[src/rtl/serial_adder.sv]
// Bit-serial adder: one full-adder cell plus a carry flop, LSB first.
// One addition takes WIDTH cycles in RUN, then a one-cycle done pulse.
module serial_adder #(
    parameter int WIDTH = 8
) (
    input  logic             clk,
    input  logic             rst,
    input  logic             start,
    input  logic [WIDTH-1:0] a,
    input  logic [WIDTH-1:0] b,
    input  logic             cin,
    output logic             busy,
    output logic             done,
    output logic [WIDTH-1:0] sum,
    output logic             cout
);
    localparam int CW = $clog2(WIDTH);

    typedef enum logic [1:0] {IDLE, RUN, DONE} state_t;

    state_t           state, state_nxt;
    logic [WIDTH-1:0] a_sh, b_sh, psum;
    logic             carry;
    logic [CW-1:0]    cnt;
    logic             s, carry_nxt, last, load;

    always_comb begin
        state_nxt = state;
        busy      = 1'b0;
        done      = 1'b0;
        load      = 1'b0;
        s         = a_sh[0] ^ b_sh[0] ^ carry;
        carry_nxt = (a_sh[0] & b_sh[0]) | (carry & (a_sh[0] ^ b_sh[0]));
        last      = (cnt == CW'(WIDTH - 1));
        case (state)
            IDLE: begin
                if (start) begin
                    load      = 1'b1;
                    state_nxt = RUN;
                end
            end
            RUN: begin
                busy = 1'b1;
                if (last) state_nxt = DONE;
            end
            DONE: begin
                done = 1'b1;
                // a start in DONE chains straight into the next addition
                if (start) begin
                    load      = 1'b1;
                    state_nxt = RUN;
                end else begin
                    state_nxt = IDLE;
                end
            end
            default: state_nxt = IDLE;
        endcase
    end

    always_ff @(posedge clk) begin
        if (rst) begin
            state <= IDLE;
            a_sh  <= '0;
            b_sh  <= '0;
            psum  <= '0;
            carry <= 1'b0;
            cnt   <= '0;
            sum   <= '0;
            cout  <= 1'b0;
        end else begin
            state <= state_nxt;
            if (load) begin
                a_sh  <= a;
                b_sh  <= b;
                carry <= cin;
                cnt   <= '0;
            end else if (state == RUN) begin
                a_sh  <= a_sh >> 1;
                b_sh  <= b_sh >> 1;
                psum  <= {s, psum[WIDTH-1:1]};
                carry <= carry_nxt;
                cnt   <= cnt + 1'b1;
                // results only move on completion so they stay stable through RUN
                if (last) begin
                    sum  <= {s, psum[WIDTH-1:1]};
                    cout <= carry_nxt;
                end
            end
        end
    end
endmodule

[config.mk]
export PLATFORM = sky130hd
export DESIGN_NAME = serial_adder
export DESIGN_NICKNAME = d
export VERILOG_FILES = /design/src/rtl/serial_adder.sv
export SDC_FILE = /design/constraint.sdc
export NUM_CORES = 1
export LEC_CHECK = 0
export BUFFER_PORTS_ARGS = -buffer_cell sky130_fd_sc_hd__buf_2
export CAP_MARGIN = 15
export CORE_MARGIN = 2
export CORE_UTILIZATION = 50
export DETAILED_ROUTE_END_ITERATION = 6
export GPL_ROUTABILITY_DRIVEN = 0
export PLACE_DENSITY = 0.73
export SYNTH_ARGS = -nofsm -noshare
export SYNTH_HDL_FRONTEND = slang
export SYNTH_SLANG_ARGS = --single-unit
export TNS_END_PERCENT = 30
[constraint.sdc]
create_clock -name clk -period 1.5 [get_ports clk]
set_input_delay 0.225 -clock clk [delete_from_list [all_inputs] [get_ports clk]]
set_output_delay 0.225 -clock clk [all_outputs]
set_load 0.01 [all_outputs]
==> results of run 1 <==
[metal layers]
metal  share of wire, %  global-route usage, %  vias to the layer above
li1                   -                      -                      670
met1                 47                   27.1                      617
met2                 47                   32.5                       36
met3                5.2                   7.64                        5
met4               0.95                   9.42                        0
met5                  0                      0                        -
[sequential cells by signal, summed over array words and instances (netlist names)]
signal  flops
cout        1
b_sh        8
sum         8
a_sh        8
state       2
psum        7
carry       1
cnt         3
[stage by stage]
step                      worst slack (ns)  hold slack (ns)  cells  instance area [um2]
after floorplan                      0.305            0.361    176                 1530
after CTS                           0.0410            0.114    236                 1730
after global routing               0.00632            0.126    237                 1740
final                                0.122            0.125    237                 1740
after global placement               0.235            0.442    229                 1670
after detailed placement             0.166            0.451    229                 1670
[layout by cell type (no fill, tap or decap)]
cell type  count
nand2b_2       1
o21a_1         1
nand2b_1       1
mux2i_1        3
nand3b_1       1
nor2b_1        2
a22oi_1        2
buf_4          5
clkinv_2       1
nand3_1       12
fa_1           1
nor2_1         9
buf_2         30
clkbuf_4       5
ha_1           2
nor3_1        16
clkinv_4       1
clkbuf_8       1
a311oi_1       4
a21oi_1       19
o22ai_1        6
dfxtp_1       38
nand2_1       38
a311oi_2       3
xnor2_1        1
buf_6          1
[worst max-delay path by stage]
stage | to | cells past startpoint | slack [ns]
2_1_floorplan | state[0]$_SDFFE_PP0P_ | 5 | 0.30
3_3_place_gp | sum[3]$_SDFFE_PP0P_ | 5 | 0.24
3_5_place_dp | sum[3]$_SDFFE_PP0P_ | 5 | 0.17
4_1_cts | busy | 3 | 0.04
5_1_grt | sum[4]$_SDFFE_PP0P_ | 5 | 0.006
6_report | sum[5]$_SDFFE_PP0P_ | 5 | 0.12
[power groups by stage]
stage / clock, uW / sequential, uW / combinational, uW
after global placement: 0 / 1110 / 217
after CTS: 534 / 1090 / 229
after floorplan: 0 / 1100 / 183
after global routing: 581 / 1100 / 263
after detailed placement: 0 / 1110 / 224
final: 526 / 1090 / 234
[cell usage after synthesis, drive strengths merged]
master and number:
o21a 1, a311oi 7, nand3b 1, fa 1, nand3 12, nor3 16
nand2 38, nand2b 2, o22ai 6, clkbuf 4, dfxtp 38, a22oi 2
nor2b 2, a21oi 19, ha 2, nor2 9, mux2i 3, xnor2 1
buf 11, clkinv 1
[layout make-up]
type	count	area (um2)	share of cell area, %
Inverter	1	8.76	0.504
Clock buffer	6	51.3	2.95
Multi-Input combinational cell	122	671	38.6
Timing Repair Buffer	36	199	11.5
Sequential cell	38	761	43.8
Timing Repair inverter	1	5.00	0.288
Tap cell	33	41.3	2.38
[cells by family after synthesis]
family	Yosys count
AND/OR/NAND/NOR	80
flip-flops	38
AO/OA/AOI/OAI	35
buffers and inverters	16
multiplexers	3
adder cells (fa/ha/maj)	3
XOR/XNOR	1
[critical path: cells and delay by family (launching register included)]
kind | cells | cell delay (ns)
AOI/OAI and AO/OA | 1 | 0.16
DFF | 1 | 0.34
adders and majority gates | 2 | 0.39
and+or+nand+nor | 2 | 0.42
[what timing repair did]
item,CTS,global route
hold endpoints to repair,0,0
buffers inserted,0,1
endpoints found under the setup margin,1,2
resized for setup,1,1
cloned,1,0
==> metrics.md, run 1 <==
| Metric | Value |
|---|---|
| RR Startpoint | `cnt[0]$_SDFFE_PP0N_` |
| Xor/xnor share of the synthesized area | `0.572%` |
| Hold Path Sink | `a_sh[7]$_SDFFE_PP0P_` |
| HP Class | `input port to flop` |
| Startpoint Class | `flop` |
| Synth-to-Final Area Change | `13.5%` |
| HP Start | `a[7]` |
| Worst skew pair latency | `0.34 ns` |
| Initial Utilization | `51.4%` |
| DR pass1 iterations | `4` |
| Final ANT Viol Nets | `0` |
| Syn Inst Count | `176` |
| Post-layout util | `58.3%` |
| Seq/Total Area, Yosys | `49.7%` |
| Main combinational cell family by area after synthesis | `simple AND/OR/NAND/NOR gates` |
| Unrepaired setup endpoints after global routing | `no` |
| Critical-path top delay cell | `dfxtp_1` |
| Worst-case reg-to-reg path depth | `5` |
| Die H | `59.3 um` |
| Sw Pwr | `483 uW` |
| Rows | `20` |
| FF-to-FF setup slack | `0.12 ns` |
| Leak pwr | `0.000696 uW` |
| Via-to-Cell Ratio | `5.60` |
| Grt ovf | `0` |
| CTS buffer count | `5` |
| Max Fclk | `726 MHz` |
| Cell mode on critical path | `ha_1` |
| Reg clk slew, reported paths | `0.11 ns` |
| Worst path arrival time | `1.65 ns` |
| DRC | `0` |
| Synth unique cells | `23` |
| Final Cycle Share | `91.9%` |
| Routed len/inst | `13.8 um` |
| Clock share of power | `28.5%` |
| Vias in the first global route | `1215` |
| Root buf cell | `clkbuf_4` |
| Core area | `2980 um2` |
| Antenna violations before repair | `0` |
| CTS tree | `done` |
| Crit-path cells | `ha_1 -> ha_1 -> nand3b_1 -> nand2_1 -> a21oi_1` |
| Register share of total power | `58.9%` |
| Hold depth | `3` |
| Avg Synthesized Cell Area | `8.69 um2` |
| Final setup viols | `0` |
| DR vias | `1328` |
| Die X | `59.3 um` |
| PwrDens | `1060 nW/um2` |
| Io pins | `31` |
| Largest net degree at the start of global routing | `39` |
| Fin nets | `228` |
| Crit. End Element | `flop` |
| Iteration-0 DRC Markers | `53` |
| Mapped Nets | `199` |
| #FFs+latches synth | `38` |
| Pins over their slew limit | `0` |
| CP max FO | `10` |
| Post-synthesis adder-cell area fraction | `2.94%` |
| Worst Skew | `0.00554 ns` |
| Synth Area in Compound Gates | `15.4%` |
| Final WL | `3.28 mm` |
| Final hold violation count | `0` |
| Comb pwr share | `12.7%` |
| Detailed Place HPWL | `2.05 mm` |
| Max VDD drop | `0.588 mV` |
| Post-synth top area share | `49.7%` |
| Hold buffer count at CTS | `0` |
| Synthesized area | `1530 um2` |
| Filler cells | `267` |
| CP Class | `flop to flop` |
| CTS Buffer Depth | `2` |
| Largest area contributor in the netlist | `dfxtp_1` |
| Clock sinks | `38` |
| Worst setup path startpoint | `cnt[0]$_SDFFE_PP0N_` |
| Worst R2R End | `sum[5]$_SDFFE_PP0P_` |
| Mux cell area share after synthesis | `1.96%` |
| Max Cap Viol | `0` |
| Tmin final | `1.38 ns` |
| Max-slew headroom | `73.1%` |
| Yosys warnings | `0` |
| Largest cells by area after synthesis | `dfxtp_1 (50%), nand2_1 (9.3%), a21oi_1 (6.2%)` |
| CP peak stage delay | `0.34 ns` |
| Setup TNS | `0 ns` |
| Slew of the pin with the lowest slew margin | `0.402 ns` |
| Switching share of power | `26.2%` |
| Critical Path RT | `1.77 ns` |
| First-pass GRT wire length | `5.51 mm` |
| Port bufs | `30` |
| Ant diodes | `0` |
| Post-Synth Simple-Gate Area | `22.8%` |
| GRT Resource Usage Total | `21.3%` |
| Internal power | `1370 uW` |
| Die ar. | `3520 um2` |
| H-tree depth | `2` |
| Share of cells above drive strength 1 | `23.5%` |
| Final Power | `1850 uW` |
| Outcome | `complete, no violations` |
(Power assumes the default switching activity.)
==> run 2, diff against run 1 <==
--- a/config.mk
+++ b/config.mk
@@ -8,10 +8,10 @@
 export BUFFER_PORTS_ARGS = -buffer_cell sky130_fd_sc_hd__buf_2
 export CAP_MARGIN = 15
 export CORE_MARGIN = 2
-export CORE_UTILIZATION = 50
+export CORE_UTILIZATION = 42
 export DETAILED_ROUTE_END_ITERATION = 6
 export GPL_ROUTABILITY_DRIVEN = 0
-export PLACE_DENSITY = 0.73
+export PLACE_DENSITY = 0.63
 export SYNTH_ARGS = -nofsm -noshare
 export SYNTH_HDL_FRONTEND = slang
 export SYNTH_SLANG_ARGS = --single-unit
==> metrics.md, run 2 (synthesis gave the netlist of run 1 again) <==
| Metric | Value |
|---|---|
| Outcome | `complete, no violations` |
| Largest net degree at the start of global routing | `39` |
| First-pass GRT wire length | `5.53 mm` |
| Post-layout util | `52.0%` |
| Routed len/inst | `12.9 um` |
| Ant diodes | `0` |
| Max VDD drop | `0.817 mV` |
| Worst path arrival time | `1.11 ns` |
| Synth-to-Final Area Change | `16.1%` |
| CP max FO | `17` |
| Startpoint Class | `flop` |
| DR pass1 iterations | `4` |
| Clock sinks | `38` |
| Register share of total power | `54.7%` |
| Critical Path RT | `1.27 ns` |
| Max Cap Viol | `0` |
| Leak pwr | `0.000707 uW` |
| Clock share of power | `33.6%` |
| Largest regs | `a_sh (8), b_sh (8), sum (8)` |
| Core area | `3420 um2` |
| Via-to-Cell Ratio | `5.21` |
| Initial Utilization | `44.8%` |
| GRT Resource Usage Total | `17.3%` |
| Comb pwr share | `11.6%` |
| Switching share of power | `24.7%` |
| CTS buffer count | `5` |
| Detailed Place HPWL | `2.01 mm` |
| Final setup viols | `0` |
| Max Fclk | `752 MHz` |
| Internal power | `1500 uW` |
| CTS tree | `done` |
| Antenna violations before repair | `0` |
| Root buf cell | `clkbuf_4` |
| Max-slew headroom | `53.0%` |
| WL met3 | `211 um` |
| Crit-path cells | `nand2b_4 -> inv_8 -> buf_2` |
| Slew of the pin with the lowest slew margin | `0.706 ns` |
| Commonest non-fill, non-tap cell in the layout | `nand2_1` |
| Pins over their slew limit | `0` |
| Top Metal Used | `met4` |
| Reg clk slew, reported paths | `0.11 ns` |
| CP Class | `flop to output pin` |
| Final ANT Viol Nets | `0` |
| Die H | `64.4 um` |
| PwrDens | `1120 nW/um2` |
| Final Cycle Share | `88.7%` |
| Worst skew pair latency | `0.34 ns` |
| CTS Buffer Depth | `2` |
| Die ar. | `4140 um2` |
| Worst Skew | `0.00676 ns` |
| Most frequent cells in the layout | `nand2_1 (38), dfxtp_1 (37), buf_2 (30)` |
| Critical-path top delay cell | `dfxtp_1` |
| Io pins | `31` |
| Final hold violation count | `0` |
| HP Class | `input port to flop` |
| Setup TNS | `0 ns` |
| Unrepaired setup endpoints after global routing | `no` |
| WL met2 | `1.47 mm` |
| Grt ovf | `0` |
| Crit. End Element | `output pin` |
| Sw Pwr | `492 uW` |
| Hold buffer count at CTS | `0` |
| Vias in the first global route | `1226` |
| Share of cells above drive strength 1 | `24.4%` |
| Port bufs | `30` |
| Fin nets | `227` |
| CP peak stage delay | `0.33 ns` |
| Final WL | `3.24 mm` |
| Rows | `21` |
| Die X | `64.4 um` |
| Met1 wire length | `1.51 mm` |
| DR vias | `1308` |
| DRC | `0` |
| Tmin final | `1.33 ns` |
| H-tree depth | `2` |
| Iteration-0 DRC Markers | `56` |
==> run 2: changes by cell type in the layout (fill, tap and decap cells not counted), sizes merged <==
cell    before  now
buf         36   35
inv          0    1
clkbuf       6    5
clkinv       2    3
bufinv       0    1
==> run 2: power groups by stage <==
stage	logic (uW)	clock network, uW	registers [uW]
floorplan	183	0	1100
global placement	217	0	1110
detailed placement	222	0	1110
CTS	229	689	1090
global route	258	734	1100
finish	231	669	1090
==> run 2: repair_timing <==
action / 4_1_cts / 5_1_grt
cloned: 1 / 0
endpoints found under the setup margin: 1 / 4
hold endpoints to repair: 0 / 0
buffers inserted: 0 / 1
resized for setup: 1 / 3
==> run 2: final cells by class <==
cell class,count,area [um2]
timing repair inverter,1,5.00
sequential,38,762
fill,337,1640
timing repair buffer,35,188
tap,46,57.6
clock inverter,3,40.0
clock buffer,5,37.5
multi-input combinational,122,676
inverter,1,11.3
==> run 2: final timing paths <==
| check | to | slack (ns) | cells after the start | startpoint |
|---|---|---|---|---|
| setup / recovery | busy | 0.17 | 3 | state[1]$_SDFFE_PP0P_ |
| hold / removal | a_sh[7]$_SDFFE_PP0P_ | 0.12 | 3 | a[7] |
| setup reg to reg | cout$_SDFFE_PP0P_ | 0.19 | 6 | cnt[0]$_SDFFE_PP0N_ |
| hold reg to reg | sum[4]$_SDFFE_PP0P_ | 0.46 | 2 | sum[4]$_SDFFE_PP0P_ |
==> run 2: worst max-delay path: cells and delay by family, from the launching register on <==
kind	cells	cell delay [ns]
DFF	1	0.33
buffers and inverters	2	0.26
and+or+nand+nor	1	0.18
==> run 2: metrics by stage <==
step           setup WS (ns)  instances  cell area (um2)  total power, uW  hold slack, ns
3_5_place_dp           0.114        241             1680             1330           0.447
2_1_floorplan          0.305        176             1530             1290           0.361
6_report               0.170        251             1780             1990           0.124
5_1_grt               0.0940        251             1780             2090           0.119
3_3_place_gp           0.197        241             1680             1320           0.444
4_1_cts               0.0520        250             1760             2010           0.111
==> run 2: metal layers <==
metal / vias to the layer above / track usage, %
li1: 668 / -
met1: 598 / 21.9
met2: 37 / 27.2
met3: 5 / 6.34
met4: 0 / 5.59
met5: - / 0
